<file path="src/rtl/serial_pattern_det.sv">
// ---------------------------------------------------------------------------
// serial_pattern_det
//   Serial bit-pattern detector with a runtime-loadable W-bit pattern and a
//   per-bit don't-care mask. Overlapping or non-overlapping detection is
//   selected per valid bit. Emits a registered one-cycle match pulse and,
//   optionally, a saturating match counter.
//
//   Optional feature macro: SERIAL_PATTERN_DET_CNT_EN
//     defined   -> match counter and clr_cnt logic are built
//     undefined -> match_cnt tied to 0, clr_cnt ignored
//
// Parameters:
//   W        pattern length in bits (2..32)
//   PATTERN  reset value of the pattern register (MSB = first bit received)
//   CNT_W    match counter width
//
// Ports:
//   clk          system clock, rising edge
//   reset        asynchronous active-low reset
//   x            serial data bit
//   x_valid      x is consumed on this edge when high
//   overlap      1 = overlapping detection, 0 = non-overlapping
//   cfg_we       load cfg_pattern/cfg_mask and flush the detector
//   cfg_pattern  new pattern (MSB = first bit)
//   cfg_mask     1 = compare bit, 0 = don't care
//   clr_cnt      synchronous clear of match_cnt (wins over a same-edge hit)
//   z            registered match pulse
//   match_cnt    saturating match count
// ---------------------------------------------------------------------------
module serial_pattern_det #(
   parameter int unsigned    W       = 4,
   parameter logic [W-1:0]   PATTERN = W'(4'b0101),
   parameter int unsigned    CNT_W   = 8
) (
   input  logic             clk,
   input  logic             reset,
   input  logic             x,
   input  logic             x_valid,
   input  logic             overlap,
   input  logic             cfg_we,
   input  logic [W-1:0]     cfg_pattern,
   input  logic [W-1:0]     cfg_mask,
   input  logic             clr_cnt,
   output logic             z,
   output logic [CNT_W-1:0] match_cnt
);

   localparam int unsigned        FILL_W   = $clog2(W + 1);
   localparam logic [FILL_W-1:0]  FILL_MAX = FILL_W'(W);

   logic [W-1:0]      shreg, shreg_n, shreg_sh;
   logic [W-1:0]      pat_q, pat_n;
   logic [W-1:0]      mask_q, mask_n;
   logic [FILL_W-1:0] fill, fill_n, fill_inc;
   logic              z_n;
   logic              hit;

   // Candidate window and saturating fill for the bit on this edge
   always_comb begin
      shreg_sh = {shreg[W-2:0], x};
      fill_inc = (fill == FILL_MAX) ? FILL_MAX : fill + FILL_W'(1);
      hit      = x_valid && !cfg_we && (fill_inc == FILL_MAX) &&
                 (((shreg_sh ^ pat_q) & mask_q) == '0);
   end

   // Next-state selection: config write flushes, valid bit shifts, idle holds
   always_comb begin
      shreg_n = shreg;
      fill_n  = fill;
      pat_n   = pat_q;
      mask_n  = mask_q;
      z_n     = 1'b0;
      if (cfg_we) begin
         pat_n   = cfg_pattern;
         mask_n  = cfg_mask;
         shreg_n = '0;
         fill_n  = '0;
      end else if (x_valid) begin
         z_n     = hit;
         shreg_n = shreg_sh;
         // Non-overlap: a match consumes the window, next one needs W fresh bits
         fill_n  = (hit && !overlap) ? '0 : fill_inc;
      end
   end

   // Detector state registers
   always_ff @(posedge clk or negedge reset) begin
      if (!reset) begin
         shreg  <= '0;
         fill   <= '0;
         pat_q  <= PATTERN;
         mask_q <= '1;
         z      <= 1'b0;
      end else begin
         shreg  <= shreg_n;
         fill   <= fill_n;
         pat_q  <= pat_n;
         mask_q <= mask_n;
         z      <= z_n;
      end
   end

`ifdef SERIAL_PATTERN_DET_CNT_EN
   localparam logic [CNT_W-1:0] CNT_MAX = '1;

   logic [CNT_W-1:0] cnt_q, cnt_n;

   // Saturating match counter; clear beats a simultaneous hit
   always_comb begin
      cnt_n = cnt_q;
      if (clr_cnt)
         cnt_n = '0;
      else if (hit && (cnt_q != CNT_MAX))
         cnt_n = cnt_q + CNT_W'(1);
   end

   always_ff @(posedge clk or negedge reset) begin
      if (!reset)
         cnt_q <= '0;
      else
         cnt_q <= cnt_n;
   end

   assign match_cnt = cnt_q;
`else
   logic unused_clr_cnt;
   assign unused_clr_cnt = clr_cnt;
   assign match_cnt      = '0;
`endif

endmodule
</file>
<file path="config.mk">
export PLATFORM = sky130hd
export DESIGN_NAME = serial_pattern_det
export DESIGN_NICKNAME = d
export VERILOG_FILES = /design/src/rtl/serial_pattern_det.sv
export SDC_FILE = /design/constraint.sdc
export NUM_CORES = 1
export LEC_CHECK = 0
export ABC_AREA = 1
export BUFFER_PORTS_ARGS = -buffer_cell sky130_fd_sc_hd__clkbuf_2
export CAP_MARGIN = 20
export CELL_PAD_IN_SITES_DETAIL_PLACEMENT = 1
export CELL_PAD_IN_SITES_GLOBAL_PLACEMENT = 1
export CORE_MARGIN = 2
export CORE_UTILIZATION = 35
export DETAILED_ROUTE_END_ITERATION = 8
export PLACE_DENSITY = 0.78
export SLEW_MARGIN = 20
export SYNTH_ARGS = -nofsm -noshare
export SYNTH_HDL_FRONTEND = slang
export SYNTH_SLANG_ARGS = --single-unit
</file>
<file path="constraint.sdc">
create_clock -name clk -period 1.5 [get_ports clk]
set_input_delay 0.075 -clock clk [delete_from_list [all_inputs] [get_ports clk]]
set_output_delay 0.075 -clock clk [all_outputs]
set_load 0.01 [all_outputs]
</file>
==> metrics.csv <==
stage,metric,value,unit
power_and_ir_drop,switchingPower,231.8,uW
synth,synth.top_cell.area_share,27.61,%
timing,rsz0062_at_grt,no,
grt,antenna_found_initial,0,
floorplan,chipHeight,52.28,um
power_and_ir_drop,combPwrFrac,17.3,%
cells_and_area,n_fill_cell,287,
setup_path,crit_type,flop to flop,
grt,grt_pass1_wl,3001,um
timing,setup-tns-final,0,ns
timing,finalClockSkew,0.004142,ns
synth,synthXorXnorAreaFrac,0,%
cells_and_area,final_nets,144,
setup_path,timing.rr.end,fill[2],
setup_path,ff2ff_setup_slack,0.23,ns
hold_path,holdPathEnd,pat_q[1],
timing,final_max_slew_viol_count,0,
grt,overflow,0,
synth,synth_top_area_cell,dfrtp_1,
clocking,cts_tree,done,
setup_path,worstPathRequired,1.69,ns
grt,track_usage,15.35,%
clocking,post_cts_buffers,0,
clocking,cts-resized-gates,0,
synth,synth_top_family_by_area,simple AND/OR/NAND/NOR gates,
power_and_ir_drop,p_clk_share,27.7,%
synth,yosys_register_bits,15,
cells_and_area,syn2layout_area_growth,21.17,%
synth,ys_warn_count,0,
synth,synthSimpleGateAreaFrac,27.61,%
clocking,htree_levels,1,
hold_path,hold_depth,3,
clocking,clkLatencyLatePin,0.29,ns
outcome,status,finished clean,
synth,synth_fa_ha_area_share,3.067,%
synth,yosys-top-cells-count,"nand2_1 (33), inv_1 (18), dfrtp_1 (9)",
power_and_ir_drop,p_leak,0.5264,nW
synth,yosys_most_used_dff,dfrtp_1,
hold_path,hold_path.class,primary input to flop,
synth,synth.avg_cell_area,7.998,um2
floorplan,core-area,2212,um2
floorplan,initial_core_util,36.88,%
job,cap_violations,0,
detailed_routing,drc_errors,0,
floorplan,rows,17,
clocking,clock_path_buffers,2,
detailed_routing,drt_wl_total,1659,um
clocking,clk_pin_slew,0.09,ns
place,dp_cells,142,
setup_path,crit_path_end_kind,flop,
synth,synth-compound-area-share,5.675,%
synth,synth_area_leaders,"dfrtp_1 (28%), dfstp_2 (19%), nand2_1 (15%), inv_1 (8.3%), buf_4 (7.4%)",
timing,setup_viol,0,
timing,fin_crit,1.272,ns
detailed_routing,firstDrtPassIters,4,
place,dpl.hpwl,1281,um
detailed_routing,ant_nets,0,
setup_path,r2r-start,fill[0],
setup_path,arrival,1.46,ns
power_and_ir_drop,power_density,845.3,nW/um2
timing,hold_viol_final,0,
timing,fmax,786.1,MHz
synth,yosysMostFrequentCell,nand2_1,
synth,synth_mux_area_share,0,%
grt,grt_pass1_vias,741,
cells_and_area,drive_above_1_share,23.81,%
power_and_ir_drop,internal_power,603.7,uW
timing,period_share,84.81,%
power_and_ir_drop,seq_power_share,55.0,%
clocking,cts.sinks,15,
cells_and_area,n_antenna_cell,0,
cells_and_area,fin_cells,154,
detailed_routing,num_vias,681,
detailed_routing,wl_per_cell,10.77,um
synth,syn_area,815.8,um2
detailed_routing,drtIter0Drc,3,
clocking,cts_buffers,3,
setup_path,r2r_cells,8,
synth,synth-edff-count,0,
synth,postSynthCellCount,102,
synth,async_flop_share,100.0,%
place,gp_congestion,0.6885,
power_and_ir_drop,p_sw_share,27.74,%
setup_path,crit_fanout,3,
hold_path,min-delay-start,cfg_pattern[1],
synth,ys_types,16,
floorplan,ios,24,
detailed_routing,vias_per_cell,4.422,
synth,ys_seq_area_share,46.93,%
power_and_ir_drop,vdd_drop_max,0.0005780,V
setup_path,cp-start-kind,flop,
floorplan,fp.dieW,52.28,um
floorplan,dieArea,2733,um2
clocking,cts_root_buf,clkbuf_4,
grt,grt_max_degree,16,
place,io_buffers,14,
logic make-up (layout without fill, tap and decap cells):
group           Yosys count  after routing
simple gates             49             49
buf+inv                  27             44
flops                    15             15
compound gates            8              8
fa+ha+maj                 2              2
other cells               1              8
power by group through the flow:
stage	clock (mW)	combinational, mW	sequential, mW
floorplan	0	0.102	0.462
global placement	0	0.124	0.465
detailed placement	0	0.130	0.467
CTS	0.245	0.147	0.460
global route	0.263	0.168	0.464
finish	0.232	0.144	0.460
final cells by class:
cell class,count,area (um2),share of cell area [%]
Clock buffer,4,26.28,2.658
Inverter,18,67.56,6.835
Multi-Input combinational cell,67,326.6,33.04
Sequential cell,15,382.9,38.73
Tap cell,28,35.03,3.544
Timing Repair Buffer,22,150.1,15.19
registers in the layout, summed over array words and instances (netlist names):
| name | flops |
|---|---|
| pat_q | 4 |
| z | 1 |
| shreg | 3 |
| fill | 3 |
| mask_q | 4 |
layer usage:
metal / vias up / track usage [%] / wire length, um / share of wire [%]
met1: 324 / 16.22 / 701 / 42
met5: - / 0 / 0 / 0
li1: 342 / - / - / -
met3: 3 / 3.429 / 44 / 2.7
met2: 12 / 28.13 / 885 / 53
met4: 0 / 7.692 / 28 / 1.7
worst max-delay path, stage by stage, from the launching register on:
cell and delay, ns:
dfrtp_1 0.39, inv_1 0.10, ha_1 0.24, inv_1 0.08
nand3_2 0.09, nor2_1 0.09, nand3_1 0.08, nand2_1 0.06
nand2_1 0.04
worst max-delay path by stage:
stage                  from      end  slack, ns  depth (start not counted)
CTS                 fill[0]  fill[2]       0.21                          8
global placement    fill[0]  fill[2]       0.24                          8
floorplan           fill[0]  fill[2]       0.30                          8
detailed placement  fill[0]  fill[2]       0.22                          8
global route        fill[0]  fill[2]       0.14                          8
finish              fill[0]  fill[2]       0.23                          8
cell usage in the layout (no fill, tap or decap), types with 2 or more instances in the layout:
| cell type | netlist | routed |
|---|---|---|
| nand3_2 | 2 | 2 |
| clkbuf_4 | 0 | 3 |
| nor2_1 | 5 | 5 |
| o21ai_0 | 3 | 3 |
| nand2_1 | 33 | 33 |
| nand2_2 | 3 | 3 |
| dfstp_2 | 6 | 6 |
| inv_1 | 18 | 18 |
| nand3_1 | 4 | 4 |
| dfrtp_1 | 9 | 9 |
| dlygate4sd3_1 | 0 | 8 |
| conb_1 | 1 | 8 |
| ha_1 | 2 | 2 |
| clkbuf_2 | 0 | 14 |
| o22ai_1 | 5 | 5 |
stage by stage:
step / cell area [um2] / util (%) / hold WS, ns / power, mW / setup WS (ns)
2_1_floorplan: 842.1 / - / -0.2206 / 0.5635 / 0.3047
3_3_place_gp: 882.1 / 39.88 / 0.006234 / 0.5890 / 0.2439
3_5_place_dp: 882.1 / 39.88 / 0.009393 / 0.5971 / 0.2198
4_1_cts: 988.4 / 44.68 / 0.01067 / 0.8521 / 0.2112
5_1_grt: 988.4 / 44.68 / 0.01879 / 0.8942 / 0.1377
6_report: 988.4 / 44.68 / 0.009248 / 0.8355 / 0.2279
repair_timing:
action | in CTS | in global routing
endpoints found under the setup margin | 0 | 0
hold buffers | 8 | 0
hold endpoints to repair | 22 | 0
(Power assumes the default switching activity.)
